==> src/rtl/imem_boot_ctrl.sv <==
// Instruction-memory boot loader: packs a byte stream into 32-bit words, zero-fills the rest,
// then hands the fetch port to the CPU. Optional checksum byte check under `CHECKSUM_EN.
module imem_boot_ctrl #(
    parameter int DEPTH  = 64,
    parameter int ADDR_W = 6
) (
    input  logic              clk,
    input  logic              rst,
    input  logic              start,
    input  logic [ADDR_W:0]   load_len,
    input  logic              in_valid,
    input  logic [7:0]        in_data,
    output logic              in_ready,
    input  logic [31:0]       pc,
    output logic              mem_we,
    output logic [ADDR_W-1:0] mem_addr,
    output logic [31:0]       mem_wdata,
    output logic              cpu_run,
    output logic              busy,
    output logic              err
);

    typedef enum logic [2:0] {
        S_IDLE  = 3'd0,
        S_LOAD  = 3'd1,
        S_CLEAR = 3'd2,
        S_RUN   = 3'd3,
        S_CHK   = 3'd4,
        S_ERR   = 3'd5
    } state_t;

    state_t              state_r;
    logic [1:0]          byte_cnt_r;
    logic [ADDR_W-1:0]   word_cnt_r;
    logic [23:0]         shift_r;
    logic [ADDR_W:0]     len_r;
    logic [ADDR_W-1:0]   clr_addr_r;
    logic [ADDR_W-1:0]   wr_addr_r;
    logic                in_ready_r;
    logic                mem_we_r;
    logic [31:0]         mem_wdata_r;
    logic                cpu_run_r;
    logic                busy_r;
    logic                err_r;
`ifdef CHECKSUM_EN
    logic [7:0]          xor_r;
`endif

    logic [ADDR_W:0]     len_s;
    logic                launch_s;
    logic                accept_s;
    logic                last_word_s;
    logic                full_s;
    logic                pc_unused;

    assign len_s       = (load_len > (ADDR_W+1)'(DEPTH)) ? (ADDR_W+1)'(DEPTH) : load_len;
    assign launch_s    = start && ((state_r == S_IDLE) || (state_r == S_RUN) || (state_r == S_ERR));
    assign accept_s    = in_valid && in_ready_r;
    assign last_word_s = ({1'b0, word_cnt_r} == (len_r - (ADDR_W+1)'(1)));
    assign full_s      = (len_r == (ADDR_W+1)'(DEPTH));
    assign pc_unused   = ^{pc[31:ADDR_W+2], pc[1:0]};

    // Fetch address is combinational from the PC once the CPU is released
    assign mem_addr  = cpu_run_r ? pc[ADDR_W+1:2] : wr_addr_r;
    assign in_ready  = in_ready_r;
    assign mem_we    = mem_we_r;
    assign mem_wdata = mem_wdata_r;
    assign cpu_run   = cpu_run_r;
    assign busy      = busy_r;
    assign err       = err_r;

    // Controller FSM with registered outputs
    always_ff @(posedge clk or negedge rst) begin
        if (!rst) begin
            state_r     <= S_IDLE;
            byte_cnt_r  <= 2'd0;
            word_cnt_r  <= '0;
            shift_r     <= 24'd0;
            len_r       <= '0;
            clr_addr_r  <= '0;
            wr_addr_r   <= '0;
            in_ready_r  <= 1'b0;
            mem_we_r    <= 1'b0;
            mem_wdata_r <= 32'd0;
            cpu_run_r   <= 1'b0;
            busy_r      <= 1'b0;
            err_r       <= 1'b0;
`ifdef CHECKSUM_EN
            xor_r       <= 8'd0;
`endif
        end else begin
            mem_we_r <= 1'b0;
            if (launch_s) begin
                len_r      <= len_s;
                byte_cnt_r <= 2'd0;
                word_cnt_r <= '0;
                shift_r    <= 24'd0;
                clr_addr_r <= '0;
                cpu_run_r  <= 1'b0;
                busy_r     <= 1'b1;
                err_r      <= 1'b0;
`ifdef CHECKSUM_EN
                xor_r      <= 8'd0;
`endif
                if (len_s == (ADDR_W+1)'(0)) begin
                    state_r    <= S_CLEAR;
                    in_ready_r <= 1'b0;
                end else begin
                    state_r    <= S_LOAD;
                    in_ready_r <= 1'b1;
                end
            end else begin
                case (state_r)
                    S_IDLE: begin
                        in_ready_r <= 1'b0;
                    end
                    S_LOAD: begin
                        if (accept_s) begin
                            shift_r    <= {shift_r[15:0], in_data};
                            byte_cnt_r <= byte_cnt_r + 2'd1;
`ifdef CHECKSUM_EN
                            xor_r      <= xor_r ^ in_data;
`endif
                            if (byte_cnt_r == 2'd3) begin
                                mem_we_r    <= 1'b1;
                                wr_addr_r   <= word_cnt_r;
                                mem_wdata_r <= {shift_r, in_data};
                                word_cnt_r  <= word_cnt_r + ADDR_W'(1);
                                if (last_word_s) begin
`ifdef CHECKSUM_EN
                                    state_r <= S_CHK;
`else
                                    in_ready_r <= 1'b0;
                                    clr_addr_r <= len_r[ADDR_W-1:0];
                                    state_r    <= full_s ? S_RUN : S_CLEAR;
`endif
                                end
                            end
                        end
                    end
`ifdef CHECKSUM_EN
                    S_CHK: begin
                        if (accept_s) begin
                            in_ready_r <= 1'b0;
                            if (in_data == xor_r) begin
                                clr_addr_r <= len_r[ADDR_W-1:0];
                                state_r    <= full_s ? S_RUN : S_CLEAR;
                            end else begin
                                err_r   <= 1'b1;
                                busy_r  <= 1'b0;
                                state_r <= S_ERR;
                            end
                        end
                    end
                    S_ERR: begin
                        in_ready_r <= 1'b0;
                    end
`endif
                    S_CLEAR: begin
                        mem_we_r    <= 1'b1;
                        wr_addr_r   <= clr_addr_r;
                        mem_wdata_r <= 32'd0;
                        clr_addr_r  <= clr_addr_r + ADDR_W'(1);
                        if (clr_addr_r == ADDR_W'(DEPTH-1)) begin
                            state_r <= S_RUN;
                        end
                    end
                    S_RUN: begin
                        cpu_run_r <= 1'b1;
                        busy_r    <= 1'b0;
                    end
                    default: begin
                        state_r <= S_IDLE;
                    end
                endcase
            end
        end
    end

endmodule

==> config.mk <==
export PLATFORM = sky130hd
export DESIGN_NAME = imem_boot_ctrl
export DESIGN_NICKNAME = d
export VERILOG_FILES = /design/src/rtl/imem_boot_ctrl.sv
export SDC_FILE = /design/constraint.sdc
export NUM_CORES = 1
export LEC_CHECK = 0
export CAP_MARGIN = 40
export CORE_AREA = 4 4 104 86
export DETAILED_ROUTE_END_ITERATION = 12
export DIE_AREA = 0 0 108 90
export GPL_TIMING_DRIVEN = 0
export PLACE_DENSITY_LB_ADDON = 0.08
export SETUP_SLACK_MARGIN = 0.3
export SYNTH_ARGS = -nofsm -noshare
export SYNTH_HDL_FRONTEND = slang
export SYNTH_SLANG_ARGS = --single-unit
==> constraint.sdc <==
create_clock -name clk -period 3.6 [get_ports clk]
set_input_delay 0.36 -clock clk [delete_from_list [all_inputs] [get_ports clk]]
set_output_delay 0.36 -clock clk [all_outputs]
set_load 0.005 [all_outputs]
==> run metrics, run 1 <==
gr usage total=21.77%; PortBufs=66; CTS max path bufs=2; Reg2Reg Launch Point=state_r[1]; Fmax=355.6 MHz; FF-to-FF End=wr_addr_r[5]; setup TNS=0 ns; top post-synthesis cells by area=dfrtp_1 53%, nand2_1 13%, o21ai_0 5.4%, a21oi_1 3.5%, ha_1 2.4%; Critical Path End Type=flip-flop; Commonest cells post-synth=144 x nand2_1, 89 x dfrtp_1, 45 x o21ai_0; Worst Path Arrival=3.03 ns; Rows=29; initial antenna violation count=0; DR iter-0 viols=175; Core Box Area=0.007874 mm2; Post-Syn Area=0.004183 mm2; vias per cell=5.321; Routed WL=9.668 mm; layout cell share with drive strength beyond 1=7.821%; average cell area after synthesis=9.233 um2; Antenna diodes=0; global-route wire length before repair=16.96 mm; most frequent cell after synthesis=nand2_1; worst hold margin=0.4809 ns; Pre-antenna DRT Iters=4; Worst Tran Pin Value=0.6457 ns; Initial Util=53.12%; Design Area, Final=0.005214 mm2; Congestion Overflow GR=0; number of top-level pins=94; area leader, netlist=dfrtp_1; chip width=108 um; number of buffers created by CTS=9; Clock transition at path regs=0.09 ns; dpl hpwl=7.100 mm; Cells after DPL=628; unrepaired setup endpoints after global routing=false; syn nets=512; vias in the first global route=3443; filler cell count=700; post-DR wirelength/cell=14.99 um; hold endpoint=wr_addr_r[2]; fraction of registers with async set/reset=100.0%; # H-tree levels=3; Post-synth EDFFs=0; post-synth top area share=53.25%; Placed Area=0.005004 mm2; Setup violations, final=0; maximum VDD drop=476.8 uV; WS Path Type=flip-flop to flip-flop; Pwr Density=762.0 mW/mm2; vias after detailed routing=3432; Area Overhead vs Synth=24.65%; Routability Congestion=0.8546; fin. max-slew vios=0; Worst Path Required=3.82 ns; status=complete, no violations; Num Clock Sinks=89; TritonCTS clock tree=yes; reg2reg setup slack=0.79 ns; Synth Register Bits=89; post-synthesis sequential area ratio=53.25%; ys flop type=dfrtp_1; die area=0.009720 mm2; P_leak=2.266 nW; Cells on Worst Hold Path=2; fin crit share=78.11%; DRT antenna net count=0; Synth cell types=47; clock skew=0.01320 ns; clock latency on the worst-skew pair=0.36 ns; maximum fanout along the worst path=10; Max-slew headroom=56.96%; largest net degree at the start of global routing=56; post-cts gate resize count=0; Final Net Count=591; Worst Reg-to-Reg Cells=7; hold_sp=wr_addr_r[2]; Hold Fails Final Rpt=0; die height=90 um; Max Cap Violations=0; Period minus WS final=2.812 ns; DRC violation count after routing=0; Startpoint Class=flip-flop; Post-Syn Instances=453; final cell count without fillers=645; Yosys warnings=0; clock root cell=clkbuf_8; HP Class=flip-flop to flip-flop
[power breakdown]
| group | switching [mW] | internal (mW) |
|---|---|---|
| Clock | 0.373 | 0.326 |
| Combinational | 1.09 | 0.747 |
| Sequential | 0.200 | 1.23 |
[layer usage]
layer | track usage (%) | part of all wire, % | routed length [um]
met1 | 32.94 | 48 | 4687
met2 | 31.11 | 43 | 4154
met3 | 5.659 | 7.3 | 709
met4 | 5.678 | 1.2 | 116
met5 | 0 | 0 | 0
[stage by stage]
stage	utilization [%]	worst slack (ns)	total power, mW
6_report	66.22	0.7881	3.973
5_1_grt	66.22	0.5656	4.287
4_1_cts	66.22	0.7534	4.008
3_5_place_dp	63.55	0.7062	3.298
3_3_place_gp	63.23	-1.103	3.245
2_1_floorplan	-	1.464	2.573
[repair_timing]
item,CTS,global route
hold buffers,1,0
buffers inserted,0,0
endpoints found under the hold margin,34,0
[cell usage in the layout, fill, tap and decap left out, types with 9 or more instances in the layout]
master / synthesis / final
nand2_1: 144 / 144
dfrtp_1: 89 / 89
clkdlybuf4s50_1: 1 / 66
o21ai_0: 45 / 45
a21oi_1: 29 / 29
clkbuf_1: 20 / 20
nor2_1: 13 / 13
inv_1: 10 / 10
nand3_1: 10 / 10
clkbuf_8: 0 / 9
[final cells by class]
class	count	area, um2	share of cell area [%]
Tap cell	108	135.1	2.592
Multi-Input combinational cell	325	1785	34.25
Clock buffer	9	123.9	2.376
Buffer	29	132.6	2.544
Timing Repair Buffer	68	695.7	13.34
Sequential cell	89	2227	42.72
Clock inverter	7	76.32	1.464
Inverter	10	37.54	0.7199
[sequential cells by signal (all words and copies together) (netlist names)]
register / flops
mem_wdata: 32
shift_r: 24
len_r: 7
clr_addr_r: 6
word_cnt_r: 6
wr_addr_r: 6
byte_cnt_r: 2
state_r: 2
busy: 1
cpu_run: 1
in_ready: 1
mem_we: 1
[worst max path at each step]
stage / start / end / cells after the start
2_1_floorplan: len_r[0] / clr_addr_r[5] / 9
3_3_place_gp: rst / mem_wdata[5] / 1
3_5_place_dp: in_valid / wr_addr_r[5] / 6
4_1_cts: state_r[1] / wr_addr_r[5] / 7
5_1_grt: state_r[1] / wr_addr_r[5] / 7
6_report: state_r[1] / wr_addr_r[5] / 7
[critical path, cell delays in order, from the launching register on]
cell,delay [ns]
dfrtp_1,0.43
inv_1,0.09
ha_1,0.32
inv_1,0.15
o21ai_0,0.55
clkbuf_1,0.48
clkbuf_1,0.48
o21ai_0,0.18
[cell families after synthesis]
family                   Yosys count  synth area share, %
AND/OR/NAND/NOR                  192                19.41
AO/OA/AOI/OAI                     96                14.27
flip-flops                        89                53.25
buffers and inverters             39                4.068
XOR/XNOR                          14                2.932
multiplexers                      14                3.590
adder cells (fa/ha/maj)            8                2.393
other                              1              0.08965
No activity file was read; power rests on OpenSTA's default activity.
==> run 2, diff against run 1 <==
Settings changed: CORE_AREA 4 4 104 86 to 4 4 112 93, DIE_AREA 0 0 108 90 to 0 0 116 97.
Clock period 3.6 ns to 2.4 ns, I/O delays scaled along.
==> run metrics, run 2 (synthesis results as in run 1) <==
Max Cap Violations=0; status=complete, no violations; slowest stage delay, CP=0.37 ns; Final Net Count=595; layout cell share with drive strength beyond 1=13.33%; post-DR wirelength/cell=15.92 um; number of buffers created by CTS=9; Max-slew headroom=59.61%; PortBufs=66; Worst Path Arrival=2.26 ns; DRC violation count after routing=0; Initial Util=44.64%; setup TNS=0 ns; chip width=116 um; die area=0.01125 mm2; Congestion Overflow GR=0; Reg2Reg Launch Point=len_r[1]; clock latency on the worst-skew pair=0.33 ns; maximum fanout along the worst path=6; dpl hpwl=7.433 mm; Antenna diodes=0; Slowest-stage cell, CP=dfrtp_1; Clock transition at path regs=0.06 ns; Area Overhead vs Synth=30.48%; Core Box Area=0.009369 mm2; max reg flops=32; Routed WL=10.49 mm; Worst Reg-to-Reg Cells=9; maximum VDD drop=676.1 uV; vias after detailed routing=3461; number of top-level pins=94; clock skew=0.005480 ns; Pwr Density=1220 mW/mm2; DRT antenna net count=0; die height=97 um; most frequent cells in the layout=143 x nand2_1, 88 x dfrtp_1, 65 x clkdlybuf4s50_1; Worst Tran Pin Value=0.5981 ns; Setup violations, final=0; initial antenna violation count=0; final total power=6.658 mW; fin crit share=84.99%; Rows=32; P_leak=2.398 nW; # H-tree levels=3; Fmax=490.3 MHz; Hold Fails Final Rpt=0; final cell count without fillers=659; WS Path Type=flip-flop to flip-flop; DR iter-0 viols=212; FF-to-FF End=clr_addr_r[5]; Pre-antenna DRT Iters=5; worst hold margin=0.4178 ns; TritonCTS clock tree=yes; global-route wire length before repair=17.74 mm; reg2reg setup slack=0.36 ns; fin. max-slew vios=0; vias per cell=5.252; Startpoint Class=flip-flop; HP Class=input pin to asynchronous set/reset pin; Routability Congestion=0.8277; Period minus WS final=2.040 ns; Cells after DPL=639; unrepaired setup endpoints after global routing=true; Critical Path End Type=flip-flop; gr usage total=20.12%; clock root cell=clkbuf_16; Num Clock Sinks=89; CTS max path bufs=2; largest net degree at the start of global routing=56; vias in the first global route=3423; Worst Path Required=2.62 ns; commonest non-fill, non-tap cell in the layout=nand2_1; critical-path cell list=inv_2 -> ha_4 -> xor2_1 -> nand3_1 -> a211oi_4 -> a41oi_4 -> and2_4 -> buf_6 -> a211o_1
-- run 2: worst max path at each step --
stage	end	slack (ns)	from	cells past startpoint
6_report	clr_addr_r[5]	0.36	len_r[1]	9
4_1_cts	state_r[0]	0.30	len_r[1]	8
5_1_grt	clr_addr_r[5]	0.26	len_r[1]	9
3_5_place_dp	mem_wdata[31]	-0.38	in_valid	6
2_1_floorplan	clr_addr_r[5]	0.31	len_r[0]	9
3_3_place_gp	mem_wdata[7]	-2.19	rst	1
-- run 2: through the flow --
stage	setup slack (ns)	utilization, %	cell area, um2
4_1_cts	0.2998	57.76	5411
5_1_grt	0.2633	58.25	5458
3_5_place_dp	-0.3837	53.59	5021
6_report	0.3603	58.25	5458
3_3_place_gp	-2.189	53.33	4996
2_1_floorplan	0.3131	-	4187
-- run 2: power by group --
group | switching [mW] | internal, mW
sequential | 0.304 | 1.86
combinational | 1.76 | 1.32
clock | 0.560 | 0.859
-- run 2: layout make-up --
class                   count  area (um2)
plain buffers              28       157.7
clock buffers              13       260.3
clock inverters             2       37.54
fillers                   874        3911
inverters                  10       37.54
multi-input cells         325        1854
flip-flops and latches     89        2228
well taps                 119       148.9
repair buffers             73       733.2
-- run 2: routing by layer --
layer,GRT usage (%),up-vias,share of wire [%]
li1,-,1681,-
met5,0,-,0
met3,5.754,6,5.4
met4,4.550,0,0.74
met2,27.47,93,42
met1,31.44,1681,51
-- run 2: worst max-delay path: cells and delay by family (launching register included) --
kind                       cells  cell delay, ns
adders and majority gates      1            0.26
xor gates and xnor gates       1            0.14
DFF                            1            0.37
buffers and inverters          2            0.19
and+or+nand+nor                2            0.30
AOI/OAI and AO/OA              3            0.67
-- run 2: timing repair --
item,in CTS,in global routing
pin swaps,7,3
gates resized for setup,27,16
setup endpoints to repair,78,82
hold endpoints to repair,34,0
gates cloned,0,0
setup buffers,5,0
hold buffers,1,0
==> run 3, diff against run 2 <==
Settings changed: CORE_AREA 4 4 112 93 to 4 4 108 89, DIE_AREA 0 0 116 97 to 0 0 112 93.
Clock period 2.4 ns to 2 ns, I/O delays scaled along.
==> run metrics, run 3 (synthesis results as in run 1) <==
Fmax=482.9 MHz; largest net degree at the start of global routing=52; Core Box Area=0.008446 mm2; gr usage total=21.08%; DRC violation count after routing=0; DR iter-0 viols=185; initial antenna violation count=0; Initial Util=49.53%; number of buffers created by CTS=9; worst hold margin=0.3501 ns; Num Clock Sinks=89; Critical Path End Type=flip-flop; vias after detailed routing=3506; DRT antenna net count=0; Congestion Overflow GR=0; Pwr Density=1484 mW/mm2; die height=93 um; P_leak=2.503 nW; CTS max path bufs=2; Rows=30; Antenna diodes=0; layout cell share with drive strength beyond 1=18.41%; final cell count without fillers=666; # H-tree levels=3; failing checks=setup timing; Design Area, Final=0.005639 mm2; HP Class=input pin to asynchronous set/reset pin; Period minus WS final=2.071 ns; filler cell count=723; Placed Area=0.005030 mm2; Final Net Count=608; Setup WS pre-CTS=-0.2872 ns; PortBufs=66; global-route wire length before repair=17.62 mm; clock skew=0.005351 ns; Max Cap Violations=0; Clock transition at path regs=0.08 ns; status=complete, but fails checks; Cells after DPL=632; min setup slack post-route=-0.07070 ns; vias per cell=5.264; Worst Tran Pin Value=0.5187 ns; clock root cell=clkbuf_8; multi-input logic area=0.001903 mm2; fin crit share=103.5%; maximum fanout along the worst path=6; commonest non-fill, non-tap cell in the layout=nand2_1; chip width=112 um; Max-slew headroom=65.42%; setup TNS=-0.1996 ns; dpl hpwl=7.474 mm; Worst Path Required=2.25 ns; vias in the first global route=3505; final total power=8.367 mW; Pre-antenna DRT Iters=4; clock latency on the worst-skew pair=0.36 ns; WS Path Type=flip-flop to flip-flop; most frequent cells in the layout=144 x nand2_1, 87 x dfrtp_1, 59 x clkdlybuf4s50_1; Routability Congestion=0.8531; Setup violations, final=5; Worst Path Arrival=2.32 ns; Hold Fails Final Rpt=0; Finished Core Util=66.77%; maximum VDD drop=822.5 uV; Startpoint Class=flip-flop; Area Overhead vs Synth=34.82%; FF+latch area=0.002230 mm2; unrepaired setup endpoints after global routing=true; TritonCTS clock tree=yes; die area=0.01042 mm2; post-DR wirelength/cell=15.98 um; number of top-level pins=94; max reg flops=32; fin. max-slew vios=0; Routed WL=10.64 mm
-- run 3: cell type report --
class,instances,area share [%]
inverter,10,0.6656
sequential,89,39.54
multi-input combinational,325,33.75
tap,112,2.485
timing repair buffer,85,14.64
clock buffer,10,2.441
clock inverter,6,1.598
buffer,29,4.881
-- run 3: path summary, 6_finish.rpt --
check / from / end / slack, ns / depth (start not counted)
setup / recovery: len_r[0] / clr_addr_r[5] / -0.07 / 9
hold / removal: rst / wr_addr_r[1] / 0.35 / 2
setup reg to reg: len_r[0] / clr_addr_r[5] / -0.07 / 9
hold reg to reg: wr_addr_r[1] / wr_addr_r[1] / 0.48 / 2
max in group asynchronous: rst / len_r[4] / 1.00 / 3
min in group clk: load_len[3] / len_r[3] / 0.41 / 3
-- run 3: report_power, final --
part	internal, mW	total [mW]	switching (mW)
clock network	0.745	1.40	0.654
logic	2.12	4.37	2.25
registers	2.23	2.60	0.375
total	5.09	8.37	3.28
-- run 3: timing repair --
action / 4_1_cts / 5_1_grt
setup endpoints to repair: 95 / 83
pin swaps: 8 / 4
endpoints found under the hold margin: 38 / 0
gates resized for setup: 60 / 42
buffers inserted: 15 / 2
hold buffers: 1 / 0
-- run 3: critical path, stage by stage, from the launching register on --
cell,delay [ns]
dfrtp_1,0.37
inv_2,0.06
ha_4,0.26
xor2_1,0.15
nand3_1,0.13
a211oi_4,0.27
a41oi_4,0.18
and2_4,0.17
buf_6,0.13
a211o_1,0.25
-- run 3: per-layer routing --
layer / vias up / GRT usage, % / share of wire [%]
met3: 11 / 4.334 / 6.8
met1: 1681 / 30.85 / 47
met2: 112 / 32.29 / 45
li1: 1702 / - / -
met5: - / 0 / 0
met4: 0 / 5.405 / 0.95
